$ cat src/rtl/ram_port_rr_arbiter_if.sv
// Request/grant bundle between the RAM port arbiter, its requesters and the RAM.
interface ram_port_rr_arbiter_if #(
    parameter int unsigned NB_PORTS   = 3,
    parameter int unsigned ADDR_WIDTH = 32,
    parameter int unsigned DATA_WIDTH = 32
);
    localparam int unsigned BE_WIDTH = DATA_WIDTH / 8;

    // Requester side
    logic [NB_PORTS-1:0]            port_req_i;
    logic [NB_PORTS*ADDR_WIDTH-1:0] port_addr_i;
    logic [NB_PORTS-1:0]            port_we_i;
    logic [NB_PORTS*BE_WIDTH-1:0]   port_be_i;
    logic [NB_PORTS*DATA_WIDTH-1:0] port_wdata_i;
    logic [NB_PORTS-1:0]            port_gnt_o;
    logic [NB_PORTS-1:0]            port_rvalid_o;
    logic [DATA_WIDTH-1:0]          port_rdata_o;

    // RAM side
    logic                           mem_req_o;
    logic                           mem_gnt_i;
    logic [ADDR_WIDTH-1:0]          mem_addr_o;
    logic                           mem_we_o;
    logic [BE_WIDTH-1:0]            mem_be_o;
    logic [DATA_WIDTH-1:0]          mem_wdata_o;
    logic [DATA_WIDTH-1:0]          mem_rdata_i;

    // Arbiter view
    modport slave (
        input  port_req_i, port_addr_i, port_we_i, port_be_i, port_wdata_i,
        output port_gnt_o, port_rvalid_o, port_rdata_o,
        output mem_req_o, mem_addr_o, mem_we_o, mem_be_o, mem_wdata_o,
        input  mem_gnt_i, mem_rdata_i
    );

    // Environment view: requesters plus RAM
    modport master (
        output port_req_i, port_addr_i, port_we_i, port_be_i, port_wdata_i,
        input  port_gnt_o, port_rvalid_o, port_rdata_o,
        input  mem_req_o, mem_addr_o, mem_we_o, mem_be_o, mem_wdata_o,
        output mem_gnt_i, mem_rdata_i
    );
endinterface

$ cat src/rtl/ram_port_rr_arbiter.sv
// Round-robin arbiter sharing one fixed-latency single-ported RAM between
// NB_PORTS request/grant requesters. Grant is combinational; the response is
// routed back to the granted port exactly one cycle later.
module ram_port_rr_arbiter #(
    parameter int unsigned NB_PORTS   = 3,
    parameter int unsigned ADDR_WIDTH = 32,
    parameter int unsigned DATA_WIDTH = 32
) (
    input  logic                  clk,
    input  logic                  rst_n,
    ram_port_rr_arbiter_if.slave  bus
);
    localparam int unsigned PTR_W = (NB_PORTS > 1) ? $clog2(NB_PORTS) : 1;
    localparam int unsigned BE_W  = DATA_WIDTH / 8;

    typedef struct packed {
        logic [ADDR_WIDTH-1:0] addr;
        logic                  we;
        logic [BE_W-1:0]       be;
        logic [DATA_WIDTH-1:0] wdata;
    } payload_t;

    payload_t          payload [NB_PORTS];
    payload_t          win_payload;

    logic [PTR_W-1:0]  rr_ptr_q, rr_ptr_d;
    logic              rsp_valid_q, rsp_valid_d;
    logic [PTR_W-1:0]  rsp_owner_q, rsp_owner_d;

    logic [PTR_W-1:0]  winner;
    logic [PTR_W-1:0]  cand_idx;
    int unsigned       cand;
    logic              found;
    logic              any_req;
    logic              accept;

    // Slice the flat per-port buses into one payload per port
    for (genvar k = 0; k < NB_PORTS; k++) begin : g_unpack
        assign payload[k] = '{
            addr:  bus.port_addr_i[k*ADDR_WIDTH +: ADDR_WIDTH],
            we:    bus.port_we_i[k],
            be:    bus.port_be_i[k*BE_W +: BE_W],
            wdata: bus.port_wdata_i[k*DATA_WIDTH +: DATA_WIDTH]
        };
    end

    assign any_req = |bus.port_req_i;
    assign accept  = any_req & bus.mem_gnt_i;

    // First requesting port at or after rr_ptr, wrapping past the top index
    always_comb begin
        winner   = '0;
        found    = 1'b0;
        cand     = 0;
        cand_idx = '0;
        for (int unsigned i = 0; i < NB_PORTS; i++) begin
            cand     = (32'(rr_ptr_q) + i) % NB_PORTS;
            cand_idx = PTR_W'(cand);
            if (!found && bus.port_req_i[cand_idx]) begin
                winner = cand_idx;
                found  = 1'b1;
            end
        end
    end

    // Forward the winner's fields; port 0 when idle (don't-care, req low)
    assign win_payload     = payload[winner];
    assign bus.mem_req_o   = any_req;
    assign bus.mem_addr_o  = win_payload.addr;
    assign bus.mem_we_o    = win_payload.we;
    assign bus.mem_be_o    = win_payload.be;
    assign bus.mem_wdata_o = win_payload.wdata;

    // Grant only the winner, and only while the RAM accepts
    assign bus.port_gnt_o = accept ? (NB_PORTS'(1) << winner) : '0;

    // Response goes to the port accepted in the previous cycle
    assign bus.port_rvalid_o = rsp_valid_q ? (NB_PORTS'(1) << rsp_owner_q) : '0;
    assign bus.port_rdata_o  = bus.mem_rdata_i;

    // Next pointer / pending-response state
    always_comb begin
        rr_ptr_d    = rr_ptr_q;
        rsp_valid_d = 1'b0;
        rsp_owner_d = rsp_owner_q;
        if (accept) begin
            rr_ptr_d    = (winner == PTR_W'(NB_PORTS - 1)) ? '0 : winner + PTR_W'(1);
            rsp_valid_d = 1'b1;
            rsp_owner_d = winner;
        end
    end

    // State registers; reset drops any pending response immediately
    always_ff @(posedge clk or negedge rst_n) begin
        if (!rst_n) begin
            rr_ptr_q    <= '0;
            rsp_valid_q <= 1'b0;
            rsp_owner_q <= '0;
        end else begin
            rr_ptr_q    <= rr_ptr_d;
            rsp_valid_q <= rsp_valid_d;
            rsp_owner_q <= rsp_owner_d;
        end
    end
endmodule

$ cat src/flat_wrapper.sv
// flat-port wrapper written by rule: the top's interface ports become plain ports
module ram_port_rr_arbiter_flat 
#(
    parameter int unsigned NB_PORTS   = 3,
    parameter int unsigned ADDR_WIDTH = 32,
    parameter int unsigned DATA_WIDTH = 32
)
  (clk, rst_n, bus_port_req_i, bus_port_addr_i, bus_port_we_i, bus_port_be_i, bus_port_wdata_i, bus_port_gnt_o, bus_port_rvalid_o, bus_port_rdata_o, bus_mem_req_o, bus_mem_addr_o, bus_mem_we_o, bus_mem_be_o, bus_mem_wdata_o, bus_mem_gnt_i, bus_mem_rdata_i);
  ram_port_rr_arbiter_if #(.NB_PORTS(NB_PORTS), .ADDR_WIDTH(ADDR_WIDTH), .DATA_WIDTH(DATA_WIDTH)) bus_i ();
  input  logic clk;
  input  logic rst_n;
  input wire logic [$bits(bus_i.port_req_i)-1:0] bus_port_req_i;
  input wire logic [$bits(bus_i.port_addr_i)-1:0] bus_port_addr_i;
  input wire logic [$bits(bus_i.port_we_i)-1:0] bus_port_we_i;
  input wire logic [$bits(bus_i.port_be_i)-1:0] bus_port_be_i;
  input wire logic [$bits(bus_i.port_wdata_i)-1:0] bus_port_wdata_i;
  output wire logic [$bits(bus_i.port_gnt_o)-1:0] bus_port_gnt_o;
  output wire logic [$bits(bus_i.port_rvalid_o)-1:0] bus_port_rvalid_o;
  output wire logic [$bits(bus_i.port_rdata_o)-1:0] bus_port_rdata_o;
  output wire logic [$bits(bus_i.mem_req_o)-1:0] bus_mem_req_o;
  output wire logic [$bits(bus_i.mem_addr_o)-1:0] bus_mem_addr_o;
  output wire logic [$bits(bus_i.mem_we_o)-1:0] bus_mem_we_o;
  output wire logic [$bits(bus_i.mem_be_o)-1:0] bus_mem_be_o;
  output wire logic [$bits(bus_i.mem_wdata_o)-1:0] bus_mem_wdata_o;
  input wire logic [$bits(bus_i.mem_gnt_i)-1:0] bus_mem_gnt_i;
  input wire logic [$bits(bus_i.mem_rdata_i)-1:0] bus_mem_rdata_i;
  assign bus_i.port_req_i = bus_port_req_i;
  assign bus_i.port_addr_i = bus_port_addr_i;
  assign bus_i.port_we_i = bus_port_we_i;
  assign bus_i.port_be_i = bus_port_be_i;
  assign bus_i.port_wdata_i = bus_port_wdata_i;
  assign bus_port_gnt_o = bus_i.port_gnt_o;
  assign bus_port_rvalid_o = bus_i.port_rvalid_o;
  assign bus_port_rdata_o = bus_i.port_rdata_o;
  assign bus_mem_req_o = bus_i.mem_req_o;
  assign bus_mem_addr_o = bus_i.mem_addr_o;
  assign bus_mem_we_o = bus_i.mem_we_o;
  assign bus_mem_be_o = bus_i.mem_be_o;
  assign bus_mem_wdata_o = bus_i.mem_wdata_o;
  assign bus_i.mem_gnt_i = bus_mem_gnt_i;
  assign bus_i.mem_rdata_i = bus_mem_rdata_i;
  ram_port_rr_arbiter #(.NB_PORTS(NB_PORTS), .ADDR_WIDTH(ADDR_WIDTH), .DATA_WIDTH(DATA_WIDTH)) u_core (.clk(clk), .rst_n(rst_n), .bus(bus_i));
endmodule
$ cat config.mk
export PLATFORM = sky130hd
export DESIGN_NAME = ram_port_rr_arbiter_flat
export DESIGN_NICKNAME = d
export VERILOG_FILES = /design/src/rtl/ram_port_rr_arbiter_if.sv /design/src/rtl/ram_port_rr_arbiter.sv /design/src/flat_wrapper.sv
export SDC_FILE = /design/constraint.sdc
export NUM_CORES = 1
export LEC_CHECK = 0
export BUFFER_PORTS_ARGS = -buffer_cell sky130_fd_sc_hd__buf_2
export CAP_MARGIN = 30
export CORE_AREA = 8 8 131 133
export DETAILED_ROUTE_END_ITERATION = 8
export DIE_AREA = 0 0 139 141
export PLACE_DENSITY = 0.62
export SETUP_SLACK_MARGIN = 0.3
export SLEW_MARGIN = 30
export SYNTH_ARGS = -nofsm -noshare
export SYNTH_HDL_FRONTEND = slang
export SYNTH_SLANG_ARGS = --single-unit
$ cat constraint.sdc
create_clock -name clk -period 6.4 [get_ports clk]
set_clock_uncertainty 0.15 [all_clocks]
set_input_delay 1.28 -clock clk [delete_from_list [all_inputs] [get_ports clk]]
set_output_delay 1.28 -clock clk [all_outputs]
set_load 0.05 [all_outputs]
==> results of run 1 <==
[cells by family after synthesis]
logic type / count (synthesis) / synth area share
muxes: 210 / 0.700
adders and majority gates: 4 / 0.0167
AOI/OAI and AO/OA: 12 / 0.0316
DFF: 5 / 0.0416
and+or+nand+nor: 21 / 0.0470
buffers and inverters: 60 / 0.163
[cell type report]
| class | instances | area (um2) |
|---|---|---|
| Clock buffer | 4 | 78.8 |
| Fill cell | 1639 | 10600 |
| Inverter | 4 | 15.0 |
| Multi-Input combinational cell | 247 | 2410 |
| Sequential cell | 5 | 125 |
| Tap cell | 188 | 235 |
| Timing Repair Buffer | 292 | 1500 |
[registers in the layout, indices dropped and copies added, names as in the netlist]
register,cells
u_core.rsp_valid_q,1
u_core.rr_ptr_q,2
u_core.rsp_owner_q,2
[stage by stage]
stage / hold slack (ps) / instance area, um2 / power, W
5_1_grt: 401 / 4370 / 0.00287
3_3_place_gp: 350 / 4290 / 0.00263
4_1_cts: 368 / 4370 / 0.00276
3_5_place_dp: 363 / 4290 / 0.00264
6_report: 364 / 4370 / 0.00272
2_1_floorplan: 331 / 3010 / 0.00230
[final timing paths]
check / cells past startpoint / start / end
max: 8 / bus_port_req_i[1] / bus_mem_addr_o[25]
min: 1 / u_core.rsp_owner_q[1] / u_core.rsp_owner_q[1]
max reg2reg: 8 / u_core.rr_ptr_q[0] / u_core.rr_ptr_q[1]
min reg2reg: 1 / u_core.rsp_owner_q[1] / u_core.rsp_owner_q[1]
max in group asynchronous: 1 / rst_n / u_core.rsp_valid_q
min in group asynchronous: 1 / rst_n / u_core.rsp_owner_q[0]
[cells in the final DEF, fill, tap and decap left out, drive strengths merged, types with 2 or more instances in the layout]
cell type,netlist,routed
ha,4,4
clkbuf,0,4
mux2,2,2
o31ai,2,2
nand3b,2,2
mux2i,208,208
and3b,2,2
dfrtp,5,5
nand2b,2,2
inv,4,4
nand2,4,4
o211ai,2,2
a21oi,2,2
nor3,2,2
nor2b,3,3
buf,56,292
[power by group through the flow]
| stage | combinational [W] | sequential, W | clock [W] |
|---|---|---|---|
| floorplan | 0.00224 | 0.0000516 | 0 |
| global placement | 0.00258 | 0.0000544 | 0 |
| detailed placement | 0.00259 | 0.0000548 | 0 |
| CTS | 0.00259 | 0.0000545 | 0.000107 |
| global route | 0.00270 | 0.0000560 | 0.000110 |
| finish | 0.00257 | 0.0000543 | 0.000104 |
[per-layer routing]
layer	up-vias	global-route usage
met1	1461	0.0990
li1	1612	-
met5	-	0
met3	28	0.0449
met2	205	0.194
met4	0	0.0381
==> out/metrics.yaml, run 1 <==
yosys:
  synth.ff_latch_count: 5
  synth-edff-count: 0
  synth_largest_area_cell: "sky130_fd_sc_hd__mux2i_1"
  post-synth-top-area-fraction: 0.693
  synth_commonest_cells: "sky130_fd_sc_hd__mux2i_1, sky130_fd_sc_hd__buf_4, sky130_fd_sc_hd__buf_2, sky130_fd_sc_hd__buf_12, sky130_fd_sc_hd__dfrtp_1"
  seq_area_frac_synth: 0.0416
  yosys.cell_types.count: 33
  mappedNetlistArea_um2: 3010
  synthMostInstantiatedCell: "sky130_fd_sc_hd__mux2i_1"
  synth.yosys.warnings: 0
  synthFlopType: "sky130_fd_sc_hd__dfrtp_1"
  yosys-top-cells-area: "sky130_fd_sc_hd__mux2i_1, sky130_fd_sc_hd__buf_4, sky130_fd_sc_hd__buf_12"
  synth-async-reset-ratio: 1.00
  post_synth.cell_area_avg_um2: 9.63
  synth_fp_nets: 561
  postSynthCellCount: 312
placed_design:
  total_placed_cells_including_tap_cells: 736
  placement.io_buffers: 288
  gpl.final_weighted_congestion: 0.836
  placement.setup.worst_slack_ps: 1350
  dp_hpwl_mm: 9.77
worst_hold_path:
  hp-class: "reg2reg"
clock_network:
  clock_insertion_delay_worst_skew_ps: 230
  cts.repair_timing.setup_buffer_count: 0
  cts-root-buf: "sky130_fd_sc_hd__clkbuf_16"
  cts-resized-gates: 0
  clock_path_buffers: 2
  htree_levels: 1
  clk_pin_slew_ps: 30
  cts_tree: "yes"
  tritoncts_num_sinks: 5
  cts_made_buffers: 3
  post_cts_hold_buffer_count: 0
worst_setup_path:
  largest_fanout_of_any_net_on_the_critical_path: 36
  cp_slowest_cell: "sky130_fd_sc_hd__buf_4"
  worstSetupEndpointType: "primary output"
  crit_buf_inv: 3
  endpoint_arrival_time_on_the_critical_path_ps: 3600
  max_stage_delay_ps: 510
  cell_by_cell_listing_of_the_critical_path: "buf_2, nand2b_1, nand4b_1, a221oi_2, mux2i_4, buf_4, mux2i_1, buf_2"
  critPathLaunchType: "input port"
  r2r_slack_ps: 3560
  path_class: "in2out"
  cp.required_ps: 4970
  cp_common_cell: "sky130_fd_sc_hd__buf_2"
  timing.critical_path.max_delay_family: "buffers and inverters"
drt:
  drt-total-wl_mm: 11.3
  m1WireLength_mm: 4.17
  routed-wl-met3_mm: 1.18
  number_of_nets_with_antenna_violations_after_routing: 0
  maxUsedRoutingLayer: "met4"
  routedWlPerCell_um: 15.3
  route.vias.total: 3306
  drc_errors: 0
  met2_wirelength_mm: 5.72
  dr.pass1.iters: 4
  via_per_inst: 4.47
  drt-initial-drc-count: 75
timing:
  post-route-min-period_ps: 5030
  finalWorstSetupSlack_ps: 1370
  final_hold_viol_count: 0
  final-setup-viol-count: 0
  timing.final.max_slew_violations: 0
  fin_crit_sh: 0.785
  achievable-frequency_ghz: 0.199
  max-slew-margin-rel: 0.595
  worst-slew-pin-transition_ps: 608
  grt_setup_unrepaired: "no"
  final.setup.tns_ps: 0
run:
  maxCapViolCount: 0
global_routing:
  number_of_global_route_vias_before_repair: 3531
  groute.usage.overall: 0.104
  overflow_left_after_global_routing: 0
  grt_start_max_net_pins: 74
  grt_antenna_before_repair: 0
  wire_length_of_the_first_global_routing_pass_mm: 17.0
outcome:
  outcome: "completed"
floorplan:
  ioPinCount: 353
  core_region_area_um2: 15000
  dieWidth_um: 139
  initial_core_util: 0.201
  die_area_um2: 19600
  core.rowCount: 45
  floorplan.die.height_um: 141
layout:
  share_of_cells_above_drive_strength_1: 0.547
  layout.core_utilization: 0.291
  syn2layout_area_growth_pct: 45.3
  finish.cell_count_without_fillers: 740
  number_of_nets_in_the_final_layout: 802
  antenna_cells: 0
power_and_ir_drop:
  p_per_area_nw_per_um2: 624
  power.net_switching_w: 0.00180
  p_int_w: 0.000927
  combinationalPowerShare: 0.942
  leakagePower_nw: 2.38
  power_frac_seq: 0.020
  power_frac_clock: 0.038
  ir_worst_vdd_uv: 371
  swShare: 0.660
(Power assumes the default switching activity.)
==> run 2, diff against run 1 <==
--- a/config.mk
+++ b/config.mk
@@ -10,7 +10,7 @@
 export CORE_AREA = 8 8 131 133
 export DETAILED_ROUTE_END_ITERATION = 8
 export DIE_AREA = 0 0 139 141
-export PLACE_DENSITY = 0.62
+export PLACE_DENSITY = 0.64
 export SETUP_SLACK_MARGIN = 0.3
 export SLEW_MARGIN = 30
 export SYNTH_ARGS = -nofsm -noshare
==> constraint.sdc (replaced) <==
create_clock -name clk -period 4.5 [get_ports clk]
set_clock_uncertainty 0.15 [all_clocks]
set_input_delay 0.9 -clock clk [delete_from_list [all_inputs] [get_ports clk]]
set_output_delay 0.9 -clock clk [all_outputs]
set_load 0.05 [all_outputs]
==> run 2 against run 1 <==
- total power up 51%
- die area unchanged
- critical path type is now reg2out
- via count up 1.0%
- critical path depth up 2
- register-to-register slack worse by 1700 ps
- clock power up 39%
- setup slack worse by 950 ps
- largest cell class unchanged
- flip-flop and latch count unchanged
- count of clock-buffer cells in the layout unchanged
==> out/metrics.yaml, run 2 (same netlist as run 1, synthesis figures left out) <==
outcome:
  outcome: "completed"
global_routing:
  grt_start_max_net_pins: 69
  grt_busiest_layer: "met2"
  overflow_left_after_global_routing: 0
  number_of_global_route_vias_before_repair: 3577
  use_met1: 0.0994
  grt_antenna_before_repair: 0
  wire_length_of_the_first_global_routing_pass_mm: 17.5
  groute.usage.overall: 0.105
  grtUsageMet3: 0.0476
  use_met2: 0.201
drt:
  dr.pass1.iters: 4
  route.vias.total: 3340
  routedWlPerCell_um: 16.1
  number_of_nets_with_antenna_violations_after_routing: 0
  drt-initial-drc-count: 54
  drc_errors: 0
  drt-total-wl_mm: 12.1
  via_per_inst: 4.46
floorplan:
  die_area_um2: 19600
  initial_core_util: 0.201
  core.rowCount: 45
  floorplan.die.height_um: 141
  core_region_area_um2: 15000
  ioPinCount: 353
  dieWidth_um: 139
clock_network:
  clk_pin_slew_ps: 30
  cts_made_buffers: 3
  htree_levels: 1
  tritoncts_num_sinks: 5
  clock_path_buffers: 2
  clock_insertion_delay_worst_skew_ps: 230
  cts-root-buf: "sky130_fd_sc_hd__clkbuf_16"
  cts_tree: "yes"
power_and_ir_drop:
  leakagePower_nw: 2.46
  ir_worst_vdd_uv: 536
  p_per_area_nw_per_um2: 906
timing:
  grt_setup_unrepaired: "yes"
  post-route-min-period_ps: 4070
  fin_hold_ws_ps: 334
  max-slew-margin-rel: 0.663
  final_hold_viol_count: 0
  finalWorstSetupSlack_ps: 429
  final.setup.tns_ps: 0
  fin_crit_sh: 0.905
  final-setup-viol-count: 0
  worst-slew-pin-transition_ps: 505
  achievable-frequency_ghz: 0.246
  timing.final.max_slew_violations: 0
layout:
  mostFrequentLayoutCells: "sky130_fd_sc_hd__buf_2, sky130_fd_sc_hd__mux2i_1, sky130_fd_sc_hd__buf_12"
  syn2layout_area_growth_pct: 51.5
  number_of_nets_in_the_final_layout: 811
  reg.largest.list: "u_core.rr_ptr_q: 2 flops, u_core.rsp_owner_q: 2 flops, u_core.rsp_valid_q: 1 flops"
  antenna_cells: 0
  stdcell_area_um2: 4550
  share_of_cells_above_drive_strength_1: 0.556
  layout.cells.most_common: "sky130_fd_sc_hd__buf_2"
worst_setup_path:
  worstReg2RegStart: "u_core.rr_ptr_q[0]"
  worstSetupEndpointType: "primary output"
  crit_path_launch: "u_core.rr_ptr_q[0]"
  endpoint_arrival_time_on_the_critical_path_ps: 3020
  path_class: "reg2out"
  cp.required_ps: 3450
  largest_fanout_of_any_net_on_the_critical_path: 12
  critPathLaunchType: "register"
placed_design:
  placed_cell_area_um2: 4380
  dp_hpwl_mm: 10.1
  gpl.final_weighted_congestion: 0.813
  placement.io_buffers: 288
  placement.setup.worst_slack_ps: 369
worst_hold_path:
  hp-class: "in2async"
run:
  maxCapViolCount: 0
## run 2: changes by cell type in the layout (fill, tap and decap cells not counted)
| cell | change |
|---|---|
| sky130_fd_sc_hd__buf_4 | +4 |
| sky130_fd_sc_hd__clkbuf_4 | +6 |
| sky130_fd_sc_hd__mux2i_1 | -1 |
| sky130_fd_sc_hd__a221oi_4 | +1 |
| sky130_fd_sc_hd__buf_12 | +5 |
| sky130_fd_sc_hd__buf_2 | -8 |
| sky130_fd_sc_hd__buf_6 | +1 |
| sky130_fd_sc_hd__mux2i_2 | +1 |
| sky130_fd_sc_hd__a221oi_2 | -1 |
| sky130_fd_sc_hd__clkbuf_16 | +1 |
## run 2: timing repair
item / 4_1_cts / 5_1_grt
hold endpoints to repair: 0 / 0
endpoints found under the setup margin: 2 / 69
pin swaps: 0 / 1
cloned: 0 / 2
setup buffers: 0 / 2
hold buffers: 0 / 0
gates resized for setup: 2 / 13
## run 2: layout make-up
class | instances | area [um2]
Tap cell | 188 | 235
Multi-Input combinational cell | 247 | 2430
Timing Repair Buffer | 301 | 1670
Clock buffer | 4 | 78.8
Fill cell | 1637 | 10400
Sequential cell | 5 | 125
Inverter | 4 | 15.0
## run 2: metal layers
metal | up-vias | share of wire
li1 | 1631 | -
met1 | 1478 | 0.36
met2 | 209 | 0.51
met3 | 22 | 0.11
met4 | 0 | 0.017
met5 | - | 0
## run 2: final timing paths
check / end / slack (ps) / cells past startpoint
worst max-delay path: bus_mem_wdata_o[6] / 430 / 10
worst min-delay path: u_core.rsp_owner_q[0] / 330 / 1
worst max register to register: u_core.rr_ptr_q[1] / 1900 / 9
worst min register to register: u_core.rsp_owner_q[1] / 390 / 1
max in group asynchronous: u_core.rr_ptr_q[0] / 3730 / 1
min in group clk: u_core.rsp_owner_q[1] / 390 / 1
## run 2: power breakdown
group	total [W]	internal, W	leakage (nW)	switching (W)
sequential	0.0000780	0.0000615	0.0633	0.0000165
clock	0.000145	0.000117	0.0382	0.0000275
combinational	0.00390	0.00131	2.36	0.00259
## run 2: metrics by stage
step,util,cells,total power (W)
floorplan,-,312,0.00327
global placement,0.292,741,0.00385
detailed placement,0.292,741,0.00387
CTS,0.298,745,0.00403
global route,0.304,749,0.00434
finish,0.304,749,0.00412
## run 2: worst max-delay path: stages, from the launching register on
cell and delay, ps:
sky130_fd_sc_hd__dfrtp_1 390, sky130_fd_sc_hd__inv_1 80, sky130_fd_sc_hd__ha_1 300, sky130_fd_sc_hd__nor2b_4 170
sky130_fd_sc_hd__or2_0 270, sky130_fd_sc_hd__a221oi_4 360, sky130_fd_sc_hd__mux2i_4 280, sky130_fd_sc_hd__buf_4 160
sky130_fd_sc_hd__clkbuf_16 190, sky130_fd_sc_hd__mux2i_1 260, sky130_fd_sc_hd__buf_2 310
==> run 3, diff against run 2 <==
--- a/config.mk
+++ b/config.mk
@@ -7,10 +7,12 @@
 export LEC_CHECK = 0
 export BUFFER_PORTS_ARGS = -buffer_cell sky130_fd_sc_hd__buf_2
 export CAP_MARGIN = 30
-export CORE_AREA = 8 8 131 133
+export CELL_PAD_IN_SITES_DETAIL_PLACEMENT = 1
+export CELL_PAD_IN_SITES_GLOBAL_PLACEMENT = 1
+export CORE_MARGIN = 8
+export CORE_UTILIZATION = 20
 export DETAILED_ROUTE_END_ITERATION = 8
-export DIE_AREA = 0 0 139 141
-export PLACE_DENSITY = 0.64
+export PLACE_DENSITY_LB_ADDON = 0.1
 export SETUP_SLACK_MARGIN = 0.3
 export SLEW_MARGIN = 30
 export SYNTH_ARGS = -nofsm -noshare
==> run 3 against run 2 <==
- setup slack improved by 2.2 ps
- first-iteration DRC count increased by 20%
- global-route usage increased by 2.7 points
- wire length increased by 14%
- critical path depth unchanged
- sequential share of layout area about the same
- clock power increased by 3%
- worst hold slack got worse by 4.3 ps
- sequential power increased by 1%
- register-to-register slack got worse by 80 ps
- via count increased by 1.2%
- largest power group unchanged
- maximum frequency about the same
==> out/metrics.yaml, run 3 (same netlist as run 1, synthesis figures left out) <==
floorplan:
  die_area_um2: 19200
  floorplan.die.height_um: 139
  core_region_area_um2: 14900
  dieWidth_um: 139
  initial_core_util: 0.201
  core.rowCount: 45
  ioPinCount: 353
placed_design:
  placement.io_buffers: 288
  gpl.final_weighted_congestion: 0.771
  placement.setup.worst_slack_ps: 350
  dp_hpwl_mm: 11.6
timing:
  final_hold_viol_count: 0
  timing.final.max_slew_violations: 0
  finalWorstSetupSlack_ps: 431
  worst-slew-pin-transition_ps: 529
  grt_setup_unrepaired: "no"
  max-slew-margin-rel: 0.647
  post-route-min-period_ps: 4070
  fin_hold_ws_ps: 330
  final.setup.tns_ps: 0
  achievable-frequency_ghz: 0.246
  fin_crit_sh: 0.904
  final-setup-viol-count: 0
layout:
  number_of_nets_in_the_final_layout: 804
  share_of_cells_above_drive_strength_1: 0.552
  area.sequential_um2: 125
  nFillCells: 1864
  layout.cells.most_common: "sky130_fd_sc_hd__buf_2"
  multi_input_area_um2: 2430
  mostFrequentLayoutCells: "sky130_fd_sc_hd__buf_2, sky130_fd_sc_hd__mux2i_1, sky130_fd_sc_hd__clkbuf_4"
  reg.largest.list: "u_core.rr_ptr_q: 2 flops, u_core.rsp_owner_q: 2 flops, u_core.rsp_valid_q: 1 flops"
  syn2layout_area_growth_pct: 50.2
worst_setup_path:
  timing.critical_path.max_delay_family: "buffers and inverters"
  cp_slowest_cell: "sky130_fd_sc_hd__dfrtp_1"
  path_class: "reg2out"
  critPathLaunchType: "register"
  crit_buf_inv: 4
  cp.required_ps: 3450
  worstReg2RegStart: "u_core.rr_ptr_q[0]"
  worstSetupEndpointType: "primary output"
  endpoint_arrival_time_on_the_critical_path_ps: 3020
  cell_by_cell_listing_of_the_critical_path: "inv_1, ha_2, nor2b_1, or2_0, a221oi_4, mux2i_4, buf_12, buf_16, mux2i_1, clkbuf_4"
  crit_path_launch: "u_core.rr_ptr_q[0]"
  largest_fanout_of_any_net_on_the_critical_path: 25
  max_stage_delay_ps: 400
outcome:
  outcome: "completed"
drt:
  drt-total-wl_mm: 13.7
  dr.pass1.iters: 4
  routedWlPerCell_um: 18.5
  via_per_inst: 4.54
  number_of_nets_with_antenna_violations_after_routing: 0
  drc_errors: 0
  route.vias.total: 3379
  drt-initial-drc-count: 65
clock_network:
  cts_made_buffers: 3
  htree_levels: 1
  tritoncts_num_sinks: 5
  clock_insertion_delay_worst_skew_ps: 230
  cts-root-buf: "sky130_fd_sc_hd__clkbuf_16"
  clk_pin_slew_ps: 30
  clock_path_buffers: 2
  cts_tree: "yes"
  post_cts_hold_buffer_count: 0
worst_hold_path:
  hp-class: "in2async"
run:
  maxCapViolCount: 0
global_routing:
  groute.usage.overall: 0.132
  grt_start_max_net_pins: 78
  number_of_global_route_vias_before_repair: 3897
  wire_length_of_the_first_global_routing_pass_mm: 20.9
  overflow_left_after_global_routing: 0
  grt_antenna_before_repair: 3
power_and_ir_drop:
  leakagePower_nw: 2.43
  ir_worst_vdd_uv: 467
  p_per_area_nw_per_um2: 912
[run 3: final timing paths]
| path | to | slack [ps] | cells after the start |
|---|---|---|---|
| worst min-delay path | u_core.rr_ptr_q[0] | 330 | 1 |
| worst min register to register | u_core.rsp_owner_q[1] | 380 | 1 |
| worst max register to register | u_core.rr_ptr_q[1] | 1820 | 9 |
| min in group clk | u_core.rsp_owner_q[1] | 380 | 1 |
| max in group asynchronous | u_core.rsp_owner_q[0] | 3740 | 1 |
| worst max-delay path | bus_mem_addr_o[11] | 430 | 10 |
[run 3: report_power, final]
group | total (W) | internal, W | switching, W
clock | 0.000149 | 0.000118 | 0.0000312
combinational | 0.00389 | 0.00129 | 0.00260
sequential | 0.0000789 | 0.0000615 | 0.0000173
[run 3: worst register-to-register path, stage by stage, from the launching register on]
cell                       delay, ps
sky130_fd_sc_hd__dfrtp_1         400
sky130_fd_sc_hd__inv_1            90
sky130_fd_sc_hd__ha_2            370
sky130_fd_sc_hd__nor2b_1          60
sky130_fd_sc_hd__or2_0           240
sky130_fd_sc_hd__a221oi_4        360
sky130_fd_sc_hd__mux2i_4         390
sky130_fd_sc_hd__buf_12          150
sky130_fd_sc_hd__buf_16          210
sky130_fd_sc_hd__o31ai_1         100
[run 3: final cells by class]
class,instances,share of cell area
Inverter,4,0.00333
Multi-Input combinational cell,247,0.539
Sequential cell,5,0.0277
Tap cell,188,0.0521
Antenna cell,2,0.00111
Timing Repair Buffer,294,0.360
Clock buffer,4,0.0175
[run 3: repair_timing]
| item | in CTS | in global routing |
|---|---|---|
| cloned | 1 | 0 |
| hold endpoints to repair | 0 | 0 |
| setup endpoints to repair | 3 | 69 |
| resized for setup | 2 | 35 |
| pin swaps | 0 | 1 |
| buffers inserted | 0 | 1 |
[run 3: stage by stage]
step,instance area (um2),util,cells,power [W]
detailed placement,4300,0.288,736,0.00385
floorplan,3010,-,312,0.00327
finish,4510,0.303,744,0.00412
CTS,4420,0.296,741,0.00408
global route,4510,0.303,744,0.00434
global placement,4300,0.288,736,0.00382
[run 3: routing by layer]
layer,wire (um),vias up,global-route usage,share of wire
met3,1520,15,0.0562,0.11
met4,171,2,0.0217,0.012
met2,7460,185,0.261,0.54
met1,4570,1558,0.124,0.33
met5,13,-,0,0.00095
li1,-,1619,-,-
